===== src/rtl/accum_sat_n_bits_pkg.sv =====
// ----------------------------------------------------------------------------
// accum_sat_n_bits_pkg
// Shared constants for the accumulator block.
//   OP_ADD  : acc <= acc + din
//   OP_SUB  : acc <= acc - din  (done as acc + ~din + 1)
//   OP_LOAD : acc <= din, counter restarts, sticky overflow kept
//   OP_CLR  : acc and every flag back to zero
// ----------------------------------------------------------------------------
package accum_sat_n_bits_pkg;

    localparam logic [1:0] OP_ADD  = 2'b00;
    localparam logic [1:0] OP_SUB  = 2'b01;
    localparam logic [1:0] OP_LOAD = 2'b10;
    localparam logic [1:0] OP_CLR  = 2'b11;

endpackage


===== src/rtl/accum_sat_n_bits_rca.sv =====
// ----------------------------------------------------------------------------
// ripple_carry_adder
// Plain N-bit ripple-carry adder: sum = a + b + cin, cout = carry out of MSB.
// Ports:
//   a, b  : N-bit operands
//   cin   : carry in
//   sum   : N-bit result
//   cout  : carry out of bit N-1
// ----------------------------------------------------------------------------
module ripple_carry_adder #(
    parameter int N = 8
) (
    input  logic [N-1:0] a,
    input  logic [N-1:0] b,
    input  logic         cin,
    output logic [N-1:0] sum,
    output logic         cout
);

    // The ripple carry is held in a block-local variable so the chain is
    // evaluated bit by bit inside one process.
    always_comb begin
        logic carry;
        carry = cin;
        sum   = '0;
        for (int i = 0; i < N; i++) begin
            sum[i] = a[i] ^ b[i] ^ carry;
            carry  = (a[i] & b[i]) | (carry & (a[i] ^ b[i]));
        end
        cout = carry;
    end

endmodule


===== src/rtl/accum_sat_n_bits.sv =====
// ----------------------------------------------------------------------------
// accum_sat_n_bits
// Two-stage accumulator with optional signed saturation.
// Stage 1 registers the request (en/op/din); stage 2 applies it to acc and
// the flags on the following edge, so a request sampled at edge k shows on
// acc after edge k+1. One operation per cycle; every add/sub reads the acc
// left by the immediately preceding operation.
// Ports:
//   clk        : rising-edge clock
//   aclr       : asynchronous active-low reset (clears both stages)
//   en         : operation request
//   op         : 00 add, 01 sub, 10 load, 11 clear
//   din        : N-bit two's complement operand
//   acc        : accumulator value
//   carry      : unsigned carry-out of last add/sub (sub: 1 = no borrow)
//   ovf        : signed overflow of last add/sub
//   ovf_sticky : any overflow since last clear/reset
//   count      : add/sub operations since last clear/load (wraps)
//   cnt_wrap   : one-cycle pulse after count steps from all-ones to zero
// ----------------------------------------------------------------------------
module accum_sat_n_bits
    import accum_sat_n_bits_pkg::*;
#(
    parameter int N     = 8,
    parameter int SAT   = 0,
    parameter int CNT_W = 4
) (
    input  logic             clk,
    input  logic             aclr,
    input  logic             en,
    input  logic [1:0]       op,
    input  logic [N-1:0]     din,
    output logic [N-1:0]     acc,
    output logic             carry,
    output logic             ovf,
    output logic             ovf_sticky,
    output logic [CNT_W-1:0] count,
    output logic             cnt_wrap
);

    // Stage 1: registered request
    logic             en_s1_q,  en_s1_d;
    logic [1:0]       op_s1_q,  op_s1_d;
    logic [N-1:0]     din_s1_q, din_s1_d;

    // Stage 2: architectural state
    logic [N-1:0]     acc_q,        acc_d;
    logic             carry_q,      carry_d;
    logic             ovf_q,        ovf_d;
    logic             ovf_sticky_q, ovf_sticky_d;
    logic [CNT_W-1:0] count_q,      count_d;
    logic             cnt_wrap_q,   cnt_wrap_d;

    // Adder datapath
    logic [N-1:0]     add_b;
    logic             add_cin;
    logic [N-1:0]     add_sum;
    logic             add_cout;
    logic             add_ovf;
    logic [N-1:0]     sat_val;
    logic             is_addsub;

    always_comb begin
        en_s1_d  = en;
        op_s1_d  = op;
        din_s1_d = din;
    end

    // Subtraction reuses the adder as acc + ~din + 1.
    always_comb begin
        add_cin = (op_s1_q == OP_SUB);
        add_b   = add_cin ? ~din_s1_q : din_s1_q;
    end

    ripple_carry_adder #(
        .N (N)
    ) u_adder (
        .a    (acc_q),
        .b    (add_b),
        .cin  (add_cin),
        .sum  (add_sum),
        .cout (add_cout)
    );

    // Signed overflow: operands agree in sign but the result does not.
    always_comb begin
        add_ovf   = (acc_q[N-1] == add_b[N-1]) && (add_sum[N-1] != acc_q[N-1]);
        sat_val   = acc_q[N-1] ? {1'b1, {(N-1){1'b0}}} : {1'b0, {(N-1){1'b1}}};
        is_addsub = en_s1_q && ((op_s1_q == OP_ADD) || (op_s1_q == OP_SUB));
    end

    always_comb begin
        acc_d        = acc_q;
        carry_d      = carry_q;
        ovf_d        = ovf_q;
        ovf_sticky_d = ovf_sticky_q;
        count_d      = count_q;
        cnt_wrap_d   = 1'b0;

        if (en_s1_q) begin
            case (op_s1_q)
                OP_LOAD: begin
                    acc_d   = din_s1_q;
                    carry_d = 1'b0;
                    ovf_d   = 1'b0;
                    count_d = '0;
                end
                OP_CLR: begin
                    acc_d        = '0;
                    carry_d      = 1'b0;
                    ovf_d        = 1'b0;
                    ovf_sticky_d = 1'b0;
                    count_d      = '0;
                end
                default: begin
                    acc_d   = ((SAT != 0) && add_ovf) ? sat_val : add_sum;
                    carry_d = add_cout;
                    ovf_d   = add_ovf;
                    if (add_ovf) begin
                        ovf_sticky_d = 1'b1;
                    end
                end
            endcase
        end

        if (is_addsub) begin
            count_d    = count_q + CNT_W'(1);
            cnt_wrap_d = &count_q;
        end
    end

    always_ff @(posedge clk or negedge aclr) begin
        if (!aclr) begin
            en_s1_q      <= 1'b0;
            op_s1_q      <= 2'b00;
            din_s1_q     <= '0;
            acc_q        <= '0;
            carry_q      <= 1'b0;
            ovf_q        <= 1'b0;
            ovf_sticky_q <= 1'b0;
            count_q      <= '0;
            cnt_wrap_q   <= 1'b0;
        end else begin
            en_s1_q      <= en_s1_d;
            op_s1_q      <= op_s1_d;
            din_s1_q     <= din_s1_d;
            acc_q        <= acc_d;
            carry_q      <= carry_d;
            ovf_q        <= ovf_d;
            ovf_sticky_q <= ovf_sticky_d;
            count_q      <= count_d;
            cnt_wrap_q   <= cnt_wrap_d;
        end
    end

    assign acc        = acc_q;
    assign carry      = carry_q;
    assign ovf        = ovf_q;
    assign ovf_sticky = ovf_sticky_q;
    assign count      = count_q;
    assign cnt_wrap   = cnt_wrap_q;

endmodule

===== config.mk =====
export PLATFORM = sky130hd
export DESIGN_NAME = accum_sat_n_bits
export DESIGN_NICKNAME = d
export VERILOG_FILES = /design/src/rtl/accum_sat_n_bits_pkg.sv /design/src/rtl/accum_sat_n_bits_rca.sv /design/src/rtl/accum_sat_n_bits.sv
export SDC_FILE = /design/constraint.sdc
export NUM_CORES = 1
export LEC_CHECK = 0
export BUFFER_PORTS_ARGS = -buffer_cell sky130_fd_sc_hd__buf_2
export CORE_MARGIN = 1.5
export CORE_UTILIZATION = 40
export DETAILED_ROUTE_END_ITERATION = 8
export GPL_TIMING_DRIVEN = 1
export HOLD_SLACK_MARGIN = 0.06
export MAX_ROUTING_LAYER = met4
export PLACE_DENSITY = 0.73
export SYNTH_ARGS = -nofsm -noshare
export SYNTH_HDL_FRONTEND = slang
export SYNTH_SLANG_ARGS = --single-unit

===== constraint.sdc =====
create_clock -name clk -period 7.65 [get_ports clk]
set_clock_uncertainty 0.05 [all_clocks]
set_input_delay 0.3825 -clock clk [delete_from_list [all_inputs] [get_ports clk]]
set_output_delay 0.3825 -clock clk [all_outputs]
set_load 0.02 [all_outputs]

## Yosys cells after proc, flatten, opt, wreduce, memory -nomap -nowiden

Cells that the tools add are included.

| storage, ports and cells | value |
|---|---|
| register bits | 27 |
| bits of input ports | 13 |

| cells by class | value |
|---|---|
| $add $sub $neg | 1 |
| equality and inequality tests | 5 |
| multiplexer cells | 10 |
| bitwise gates (word level) | 42 |
| reduce and logical (&&, ||, !) cells | 11 |

Operators by type and width:

| kind | number |
|---|---|
| bitwise AND 1 bit | 16 |
| case mux 8 bit (2 select lines) | 1 |
| XOR 1 bit | 16 |
| 2-to-1 mux 4 bit | 3 |
| 2-to-1 mux 8 bit | 1 |
| inverter 8 bit | 1 |
| OR 1 bit | 8 |
| nonzero test 2 bit | 3 |
| adder 4 x 1 -> 4 bit (second input constant) | 1 |
| == test 2 bit (second input constant) | 2 |
| 2-to-1 mux 1 bit | 4 |
| AND reduction 4 bit | 1 |
| AND reduction 3 bit | 1 |
| == test 2 x 1 -> 1 bit (second input constant) | 1 |
| logical AND 1 bit | 2 |
| zero test 2 bit | 1 |
| case mux 1 bit (2 select lines) | 1 |
| AND reduction 2 bit | 1 |
| OR reduction 2 bit | 1 |
| == test 1 bit | 1 |
| logical OR 1 bit | 1 |
| inequality test 1 bit | 1 |
| inverter 1 bit | 1 |

## Logic depth before layout (Yosys ltp)

Gate-level depths: netlist of run 1.

| depth | value |
|---|---|
| word-level depth | 22 |
| mapped depth | 18 |
| mapped depth without buffers | 16 |

## Hierarchy

Synthesis of run 1 repeated with hierarchy kept, for this count alone.

| second synthesis, totals | value |
|---|---|
| cells, all modules | 122 |
| area total of the unflattened synthesis | 1403.8 sq um |

By module, submodules not included:

| module | instances | cells each | area an instance (sq um) | seq. area each (sq um) |
|---|---|---|---|---|
| accum_sat_n_bits | 1 | 104 | 1206.2 | 675.6 |
| ripple_carry_adder | 1 | 18 | 197.7 | 0.0 |

## Worst setup path after synthesis of run 1

Ideal clock, no wire load.

| timing path | value |
|---|---|
| kind | register to register |
| start point | register op_s1_q[1] |
| end point | register ovf_sticky_q, in the netlist ovf_sticky |
| library setup time | 0.124 ns |
| arrival time | 3.616 ns |
| data required time | 7.476 ns |
| slack | 3.860 ns |
| stages on the path, launching flop included | 18 |
| path buffers | 2 |
| path through | dfrtp_1 > buf_6 > nand2b_1 > buf_6 > xor2_1 > fa_1 > fa_1 > inv_1 > fa_1 > fa_1 > inv_1 > fa_1 > inv_1 > fa_1 > fa_1 > xnor2_1 > nor3_2 > or2_1 |

| between the ends | value |
|---|---|
| longest elaborated chain between the ends | 22 |
| elaborated cells between the ends (all ways) | 41 |
| classes of those cells | 5 x eq/ne; 2 x mux; 31 x bitwise; 3 x reduce/logical |

RTL lines:

| item | line | text |
|---|---|---|
| start, declared | accum_sat_n_bits.sv:43 | `logic [1:0] op_s1_q, op_s1_d;` |
| start signal, assigned | accum_sat_n_bits.sv:145 | `op_s1_q <= op_s1_d;` |
| == test 2 x 1 -> 1 bit | accum_sat_n_bits.sv:71 | `add_cin = (op_s1_q == OP_SUB);` |
| 2-to-1 mux 8 bit | accum_sat_n_bits.sv:72 | `add_b = add_cin ? ~din_s1_q : din_s1_q;` |
| XOR 1 bit | accum_sat_n_bits_rca.sv:28 | `carry = (a[i] & b[i]) \| (carry & (a[i] ^ b[i]));` |
| bitwise AND 1 bit | accum_sat_n_bits_rca.sv:28 |  |
| OR 1 bit | accum_sat_n_bits_rca.sv:28 |  |
| bitwise AND 1 bit | accum_sat_n_bits_rca.sv:28 |  |
| OR 1 bit | accum_sat_n_bits_rca.sv:28 |  |
| bitwise AND 1 bit | accum_sat_n_bits_rca.sv:28 |  |
| [6 not listed] | n/a |  |
| OR 1 bit | accum_sat_n_bits_rca.sv:28 |  |
| bitwise AND 1 bit | accum_sat_n_bits_rca.sv:28 |  |
| OR 1 bit | accum_sat_n_bits_rca.sv:28 |  |
| XOR 1 bit | accum_sat_n_bits_rca.sv:27 | `sum[i] = a[i] ^ b[i] ^ carry;` |
| inequality test 1 bit | accum_sat_n_bits.sv:87 | `add_ovf = (acc_q[N-1] == add_b[N-1]) && (add_sum[N-1] != acc_q[N-1]);` |
| logical AND 1 bit | accum_sat_n_bits.sv:87 |  |
| nonzero test 2 bit (no line) | n/a |  |
| AND reduction 3 bit (no line) | n/a |  |
| end signal, assigned | accum_sat_n_bits.sv:150 | `ovf_sticky_q <= ovf_sticky_d;` |
| end, declared | accum_sat_n_bits.sv:50 | `logic ovf_sticky_q, ovf_sticky_d;` |

Several ways; a longest one is shown, not always the timed one.
A chain may end at the register's enable or synchronous reset.

## Worst setup path in the final report of run 1

Ends and elaborated chain as after synthesis.

==> results of run 1 <==
power groups by stage:
stage          clock (mW)  combinational [mW]  sequential [mW]
2_1_floorplan           0              0.0749            0.209
3_3_place_gp            0               0.131            0.188
3_5_place_dp            0               0.136            0.189
4_1_cts            0.0611               0.138            0.187
5_1_grt            0.0663               0.154            0.190
6_report           0.0582               0.136            0.186
layer usage:
layer | part of all wire [%] | wire, um
met3 | 5.7 | 134
met4 | 1.6 | 37
met5 | 0 | 0
met1 | 45 | 1050
met2 | 48 | 1130
cells in the mapped netlist:
cell	count	area share (%)
a211oi_1	3	1.7
a21o_1	1	0.57
a21oi_1	4	1.5
a221o_1	1	0.76
a221oi_1	2	1.3
a221oi_2	2	2.3
a31oi_1	2	0.95
and2b_2	1	0.66
buf_2	1	0.38
buf_6	4	3.4
dfrtp_1	27	51
fa_1	7	11
ha_1	2	1.9
inv_1	11	3.1
inv_2	1	0.28
mux2_2	1	0.85
mux2i_1	1	0.76
nand2_1	1	0.28
nand2b_1	1	0.47
nand2b_2	1	0.66
nand3_1	2	0.76
nand3b_1	2	1.1
nor2_1	13	3.7
nor2b_1	2	0.95
nor3_1	1	0.38
nor3_2	1	0.76
o21a_1	1	0.57
o21ai_0	1	0.38
o21ai_1	1	0.38
o22ai_2	1	0.95
o2bb2ai_1	1	0.66
or2_1	1	0.47
xnor2_1	5	3.3
xor2_1	3	2.0
final cells by class:
type	count	area, sq um	share of cell area, %
Sequential cell	27	676	45.0
Multi-Input combinational cell	65	551	36.6
Timing Repair Buffer	29	150	9.99
Tap cell	44	55.1	3.66
Inverter	12	45.0	3.00
Clock buffer	4	26.3	1.75
cells by family (layout without fill, tap and decap cells):
kind of cell,Yosys count,count (layout),share of synthesized area [%]
xor+xnor,8,8,5.30
fa+ha+maj,9,9,12.5
flops,27,27,51.1
buf+inv,17,45,7.20
simple gates,26,26,10.2
compound gates,20,20,12.0
mux,2,2,1.61
worst max-delay path, cell delays in order (launching register included):
cell and delay [ns]:
dfrtp_1 0.57, nand2b_1 0.42, nor2_1 0.07, a21oi_1 0.18
fa_1 0.22, fa_1 0.16, inv_1 0.05, fa_1 0.38
fa_1 0.37, inv_1 0.08, fa_1 0.17, inv_1 0.05
fa_1 0.39, fa_1 0.48, xnor2_1 0.23, nor3_2 0.07
or2_1 0.22
registers in the layout, summed over array words and instances, names as in the netlist:
register / count
cnt_wrap: 1
din_s1_q: 8
count: 4
op_s1_q: 2
acc: 8
carry: 1
ovf_sticky: 1
ovf: 1
en_s1_q: 1
worst max path at each step:
stage | startpoint | end | slack (ns) | cells after the start
3_5_place_dp | op_s1_q[1] | ovf_sticky | 3.39 | 15
4_1_cts | op_s1_q[1] | ovf_sticky | 3.38 | 15
6_report | op_s1_q[1] | ovf_sticky | 3.40 | 16
5_1_grt | op_s1_q[1] | ovf_sticky | 3.12 | 16
3_3_place_gp | op_s1_q[1] | ovf_sticky | 3.58 | 15
2_1_floorplan | op_s1_q[1] | ovf_sticky | 3.86 | 17
repair_timing:
item,CTS,global route
setup buffers,0,0
endpoints found under the setup margin,0,0
hold buffers,1,0
hold endpoints to repair,27,0
through the flow:
stage / total power [mW] / util, % / hold WS (ns) / cell area (sq um) / setup slack [ns]
after floorplan: 0.284 / - / 0.0369 / 1320 / 3.86
after global placement: 0.319 / 47.3 / 0.355 / 1470 / 3.58
after detailed placement: 0.326 / 47.3 / 0.366 / 1470 / 3.39
after CTS: 0.386 / 48.4 / 0.0921 / 1500 / 3.38
after global routing: 0.411 / 48.4 / 0.0780 / 1500 / 3.12
final: 0.380 / 48.4 / 0.104 / 1500 / 3.40
==> flow_summary.json, run 1 <==
{
  "status": "finished clean",
  "power_frac_comb_pct": 35.8,
  "reg2reg_to": "ovf_sticky",
  "holdPathEnd": "din_s1_q[6]",
  "cp-start-kind": "flip-flop",
  "cts_buffers": 3,
  "io_buffer_count": 28,
  "worst_pin_slew_ns": 0.629,
  "clockBufferDepth": 2,
  "final_cell_mix": "buf_2, dfrtp_1, nor2_1",
  "worstPathMaxFanout": 12,
  "fmax_mhz": 235,
  "final_nets": 160,
  "hp-class": "in -> reg",
  "drive_above_1_share_pct": 28.5,
  "seq_power_share_pct": 48.9,
  "p_sw_share_pct": 36.0,
  "synth_seq_cells": 27,
  "layout_worst_path_cycle_share_pct": 55.6,
  "grt_pass1_wl_mm": 3.97,
  "clk_latency_ns": 0.32,
  "cts.clk_slew.worst_paths_ns": 0.13,
  "die_w_um": 60.5,
  "tns_ns": 0,
  "grt_max_degree": 28,
  "p_int_uw": 243,
  "ff2ff_setup_slack_ns": 3.40,
  "cts_resized": 0,
  "dp_cells": 176,
  "die_y_um": 60.5,
  "synthesis.area_sq_um": 1320,
  "wl_mm": 2.35,
  "die-area_sq_um": 3660,
  "p_leak_nw": 0.715,
  "instances_no_fill": 181,
  "ir_drop_mv": 0.102,
  "rows": 20,
  "min_period_ns": 4.25,
  "cts_tree": "built",
  "synth-seq-area-share_pct": 51.1,
  "met3_usage_pct": 4.90,
  "grt_busiest_layer": "met2",
  "finalSetupViolations": 0,
  "via_per_inst": 4.82,
  "fill_cells": 296,
  "drt-pass1-iter-count": 4,
  "crit_required_ns": 7.83,
  "cts_sinks": 27,
  "slew_violations": 0,
  "htree_levels": 1,
  "clock_power_share_pct": 15.3,
  "wire_per_inst_um": 13.0,
  "arrival_ns": 4.43,
  "finalWeightedCongestion": 0.734,
  "core_sq_um": 3100,
  "area_delta_synth_final_pct": 13.7,
  "rsz0062_at_grt": "false",
  "slew_headroom_pct": 58.0,
  "yosysWarningCount": 0,
  "critPathKind": "reg -> reg",
  "whs_path_depth": 1,
  "r2r_cells": 16,
  "drc": 0,
  "start_util_pct": 42.6,
  "final_common_cell": "buf_2",
  "ant_nets": 0,
  "syn-num-nets": 131,
  "antennaDiodeCount": 0,
  "ys_types": 34,
  "hold_violations": 0,
  "grt_antenna_before_repair": 0,
  "grt_overflow": 0,
  "io_pins": 29,
  "p_sw_uw": 137,
  "grtUsageMet1_pct": 19.5,
  "globalRouteMet2Util_pct": 23.4,
  "hold_start": "din[6]",
  "grt_usage_pct": 15.5,
  "root_buffer": "clkbuf_4",
  "vias": 873,
  "first_iter_violations": 25,
  "p_per_area_nw_per_um2": 253,
  "synth_cells": 109,
  "maxCapViolCount": 0,
  "grt_pass1_vias": 905,
  "cp-end-kind": "flip-flop",
  "dp_hpwl_mm": 1.71,
  "r2r-start": "op_s1_q[1]",
  "syn_avg_cell_area_sq_um": 12.1
}
Power figures use the tool's default switching activity.
==> run 2, diff against run 1 <==
ABC_AREA = 1   (was default)
clock period = 4 ns   (was 7.65 ns; I/O delays follow)
==> run 2 against run 1 <==
Net effect:
- non-clock buffer count rose by 11
- critical path type unchanged
- global-route usage rose by 0.54 points
- flip-flop and latch count did not move
- combinational power rose by 100%
- synthesized area fell by 2.7%
==> flow_summary.json, run 2 <==
{
  "status": "finished clean",
  "grt_pass1_vias": 1006,
  "grt_antenna_before_repair": 0,
  "yosysWarningCount": 0,
  "cts_sinks": 27,
  "cp-start-kind": "flip-flop",
  "slew_headroom_pct": 60.3,
  "wl_mm": 2.41,
  "worstPathMaxFanout": 8,
  "drc": 0,
  "start_util_pct": 42.1,
  "die_y_um": 59.7,
  "tns_ns": 0,
  "via_per_inst": 4.55,
  "clk_latency_ns": 0.32,
  "synthesis.area_sq_um": 1280,
  "synthTopCellsByCount": "nand2_1, dfrtp_1, inv_1",
  "synth_cells": 121,
  "p_int_uw": 468,
  "cts_tree": "built",
  "dp_hpwl_mm": 1.75,
  "p_sw_share_pct": 37.6,
  "min_period_ns": 3.77,
  "yosys_most_used_dff": "dfrtp_1",
  "hold_violations": 0,
  "drive_above_1_share_pct": 23.2,
  "final_common_cell": "nand2_1",
  "syn-num-nets": 143,
  "clock_power_share_pct": 15.4,
  "final_nets": 187,
  "core_sq_um": 3050,
  "vias": 947,
  "synth_seq_cells": 27,
  "cts.clk_slew.worst_paths_ns": 0.14,
  "syn_avg_cell_area_sq_um": 10.6,
  "area_delta_synth_final_pct": 26.1,
  "seq_power_share_pct": 48.3,
  "wire_per_inst_um": 11.6,
  "arrival_ns": 3.98,
  "final_cell_mix": "nand2_1, buf_2, dfrtp_1",
  "worst_pin_slew_ns": 0.595,
  "die_w_um": 59.7,
  "grt_overflow": 0,
  "slew_violations": 0,
  "rows": 20,
  "grt_max_degree": 28,
  "crit_required_ns": 4.21,
  "layout_worst_path_cycle_share_pct": 94.1,
  "synth_top_cell_area_share_pct": 52.6,
  "synth_most_common_cell": "nand2_1",
  "rsz0062_at_grt": "false",
  "ant_nets": 0,
  "htree_levels": 1,
  "r2r_cells": 17,
  "drt-pass1-iter-count": 4,
  "synth_top_cell_by_area": "dfrtp_1",
  "grt_pass1_wl_mm": 4.20,
  "synth_edf_count": 0,
  "power_uw": 750,
  "synth-seq-area-share_pct": 52.6,
  "fill_cells": 290,
  "clockBufferDepth": 2,
  "maxCapViolCount": 0,
  "grt_usage_pct": 16.1,
  "synth_area_leaders": "dfrtp_1, fa_1, nand2_1",
  "p_leak_nw": 0.842,
  "io_buffer_count": 28,
  "power_frac_comb_pct": 36.3,
  "antennaDiodeCount": 0,
  "hp-class": "in -> async",
  "io_pins": 29,
  "p_sw_uw": 282,
  "finalSetupViolations": 0,
  "p_per_area_nw_per_um2": 463,
  "cts_buffers": 3,
  "finalWeightedCongestion": 0.835,
  "die-area_sq_um": 3560,
  "fmax_mhz": 266,
  "ir_drop_mv": 0.319,
  "cp-end-kind": "flip-flop",
  "root_buffer": "clkbuf_4",
  "first_iter_violations": 13,
  "critPathKind": "reg -> reg",
  "synth-async-reset-ratio_pct": 100,
  "ys_types": 20
}
[run 2: changes by cell type after synthesis, sizes merged, moves of 3 or more]
| cell | previous run | this run |
|---|---|---|
| nand2 | 1 | 36 |
| nand3 | 2 | 9 |
| nor2 | 13 | 6 |
| a221oi | 4 | 0 |
| buf | 5 | 1 |
| o211ai | 0 | 4 |
| a211oi | 3 | 0 |
[run 2: final cells by class]
class,instances,area (sq um),share of cell area (%)
clock buffers,4,26.3,1.62
inverters,15,61.3,3.78
multi-input cells,78,542,33.4
flip-flops and latches,27,676,41.7
well taps,44,55.1,3.40
repair buffers,40,260,16.1
[run 2: final timing paths]
kind	end	startpoint	slack (ns)
max	ovf	op_s1_q[1]	0.23
min	ovf_sticky	aclr	0.36
max reg2reg	ovf	op_s1_q[1]	0.23
min reg2reg	ovf	ovf	0.46
max in group asynchronous	acc[3]	aclr	3.14
min in group clk	din_s1_q[2]	din[2]	0.46
[run 2: kinds of logic (layout without fill, tap and decap cells)]
family | Yosys count | after routing | share of synthesized area, %
simple gates | 52 | 52 | 18.9
compound gates | 10 | 10 | 5.26
flops | 27 | 27 | 52.6
buf+inv | 16 | 59 | 5.65
fa+ha+maj | 9 | 9 | 12.9
xor+xnor | 7 | 7 | 4.77
[run 2: timing repair]
action,in CTS,in global routing
hold endpoints to repair,38,0
resized for setup,0,2
hold buffers,12,0
endpoints found under the setup margin,0,2
setup buffers,0,0
[run 2: power groups by stage]
stage / clock, mW / combinational [mW] / sequential, mW
after floorplan: 0 / 0.129 / 0.414
after global placement: 0 / 0.252 / 0.366
after detailed placement: 0 / 0.267 / 0.368
after CTS: 0.120 / 0.276 / 0.363
after global routing: 0.129 / 0.309 / 0.372
final: 0.115 / 0.272 / 0.362
[run 2: per-stage QoR]
step           worst slack, ns  util, %  hold WS (ns)  cell area [sq um]  cells
2_1_floorplan            0.457        -        -0.146               1280    121
3_3_place_gp             0.227     48.1         0.183               1470    192
3_5_place_dp             0.178     48.1         0.190               1470    192
4_1_cts                 0.0987     52.9         0.376               1620    208
5_1_grt                 0.0320     53.1         0.404               1620    208
6_report                 0.234     53.1         0.360               1620    208
[run 2: metal layers]
layer	vias up	share of wire, %	global-route usage (%)
met4	0	0.83	4.76
met1	458	46	20.1
met2	23	49	27.2
met5	-	0	-
li1	462	-	-
met3	4	3.9	2.16
[run 2: critical path, stage by stage (launching register included)]
cell and delay, ns:
dfrtp_1 0.46, inv_2 0.13, nand2_4 0.12, xor2_1 0.20, fa_1 0.22, fa_1 0.17
inv_1 0.05, fa_1 0.37, fa_1 0.37, inv_1 0.08, fa_1 0.17, inv_1 0.05
fa_1 0.39, fa_1 0.54, nor2_1 0.06, nor2_1 0.10, nand3_1 0.10, nand2_1 0.08
==> run 3, diff against run 2 <==
PLACE_DENSITY = default   (was 0.73)
PLACE_DENSITY_LB_ADDON = 0.12   (was default)
clock period = 4.6 ns   (was 4 ns; I/O delays follow)
==> run 3 against run 2 <==
Net effect:
- sequential share of layout area up 0.13 points
- highest routed layer unchanged
- worst setup slack better by 0.54 ns
- clock power down 13%
- sequential power down 13%
- flip-flop and latch count unchanged
- register-to-register slack better by 0.54 ns
- critical endpoint is now ovf_sticky
- via count down 2.9%
==> flow_summary.json, run 3 (synthesis results as in run 2) <==
{
  "grt_antenna_before_repair": 0,
  "die_y_um": 59.7,
  "ant_nets": 0,
  "worst_hold_slack_ns": 0.381,
  "worst_pin_slew_ns": 0.600,
  "worstPathMaxFanout": 8,
  "ir_drop_mv": 0.232,
  "clockBufferDepth": 2,
  "hold_violations": 0,
  "layout_worst_path_cycle_share_pct": 83.1,
  "dp_hpwl_mm": 1.59,
  "grt_pass1_vias": 912,
  "grt_max_degree": 28,
  "vias": 920,
  "final_cell_mix": "nand2_1, buf_2, dfrtp_1",
  "arrival_ns": 4.04,
  "core_sq_um": 3050,
  "clk_latency_ns": 0.32,
  "crit_required_ns": 4.82,
  "root_buffer": "clkbuf_4",
  "critPathKind": "reg -> reg",
  "status": "finished clean",
  "cts_sinks": 27,
  "cp-start-kind": "flip-flop",
  "grt_usage_pct": 16.4,
  "min_period_ns": 3.82,
  "p_leak_nw": 0.838,
  "fin_util_pct": 52.9,
  "via_per_inst": 4.42,
  "grt_overflow": 0,
  "finalWeightedCongestion": 0.796,
  "cts_resized": 0,
  "tns_ns": 0,
  "area_delta_synth_final_pct": 25.7,
  "drc": 0,
  "final_common_cell": "nand2_1",
  "fmax_mhz": 262,
  "die_w_um": 59.7,
  "p_per_area_nw_per_um2": 401,
  "first_iter_violations": 35,
  "maxCapViolCount": 0,
  "cts_tree": "built",
  "fill_cells": 303,
  "io_buffer_count": 28,
  "instances_no_fill": 208,
  "drive_above_1_share_pct": 22.6,
  "htree_levels": 1,
  "rsz0062_at_grt": "false",
  "rows": 20,
  "cts.clk_slew.worst_paths_ns": 0.14,
  "start_util_pct": 42.1,
  "wl_mm": 2.34,
  "finalSetupViolations": 0,
  "drt-pass1-iter-count": 4,
  "hp-class": "in -> async",
  "final_nets": 187,
  "die-area_sq_um": 3560,
  "dp_cells": 192,
  "cts_buffers": 3,
  "wire_per_inst_um": 11.3,
  "antennaDiodeCount": 0,
  "slew_violations": 0,
  "slew_headroom_pct": 60.0,
  "cp-end-kind": "flip-flop",
  "io_pins": 29,
  "grt_pass1_wl_mm": 4.18
}
-- run 3: path summary, 6_finish.rpt --
| kind | startpoint | endpoint | slack, ns | depth (start not counted) |
|---|---|---|---|---|
| max in group asynchronous | aclr | din_s1_q[3] | 3.73 | 2 |
| setup reg to reg | op_s1_q[1] | ovf_sticky | 0.78 | 17 |
| min in group clk | ovf | ovf | 0.47 | 2 |
| setup / recovery | op_s1_q[1] | ovf_sticky | 0.78 | 17 |
| hold reg to reg | ovf | ovf | 0.47 | 2 |
| hold / removal | aclr | cnt_wrap | 0.38 | 2 |
-- run 3: through the flow --
stage / area [sq um] / power, mW / setup WS, ns
global placement: 1470 / 0.542 / 0.819
global route: 1620 / 0.712 / 0.419
floorplan: 1280 / 0.472 / 1.06
detailed placement: 1470 / 0.545 / 0.815
CTS: 1620 / 0.658 / 0.759
finish: 1620 / 0.648 / 0.779
-- run 3: worst max-delay path: stages (launching register included) --
cell and delay [ns]:
dfrtp_1 0.45, inv_1 0.16, nand2_2 0.19, xor2_1 0.23, fa_1 0.22, fa_1 0.16, inv_1 0.05, fa_1 0.38
fa_1 0.37, inv_1 0.08, fa_1 0.17, inv_1 0.05, fa_1 0.39, fa_1 0.53, nor2_1 0.05, nor2_1 0.08
nand3_1 0.08, nand2_1 0.06
-- run 3: what timing repair did --
item / CTS / global route
endpoints found under the hold margin: 38 / 0
hold buffers: 12 / 0
buffers inserted: 0 / 0
-- run 3: area by class of cell --
type / instances / area [sq um] / area share [%]
Clock buffer: 4 / 26.3 / 1.63
Inverter: 15 / 61.3 / 3.80
Multi-Input combinational cell: 78 / 537 / 33.2
Sequential cell: 27 / 676 / 41.8
Tap cell: 44 / 55.1 / 3.41
Timing Repair Buffer: 40 / 260 / 16.1
-- run 3: report_power, final --
part | switching (mW) | internal [mW]
registers | 0.0396 | 0.277
clock network | 0.0661 | 0.0339
logic | 0.136 | 0.0957
-- run 3: routing by layer --
layer / part of all wire, % / up-vias / track usage [%]
met5: 0 / - / -
met4: 0.77 / 0 / 6.67
met3: 3.2 / 2 / 2.60
met2: 48 / 21 / 24.1
met1: 48 / 431 / 22.9
li1: - / 466 / -
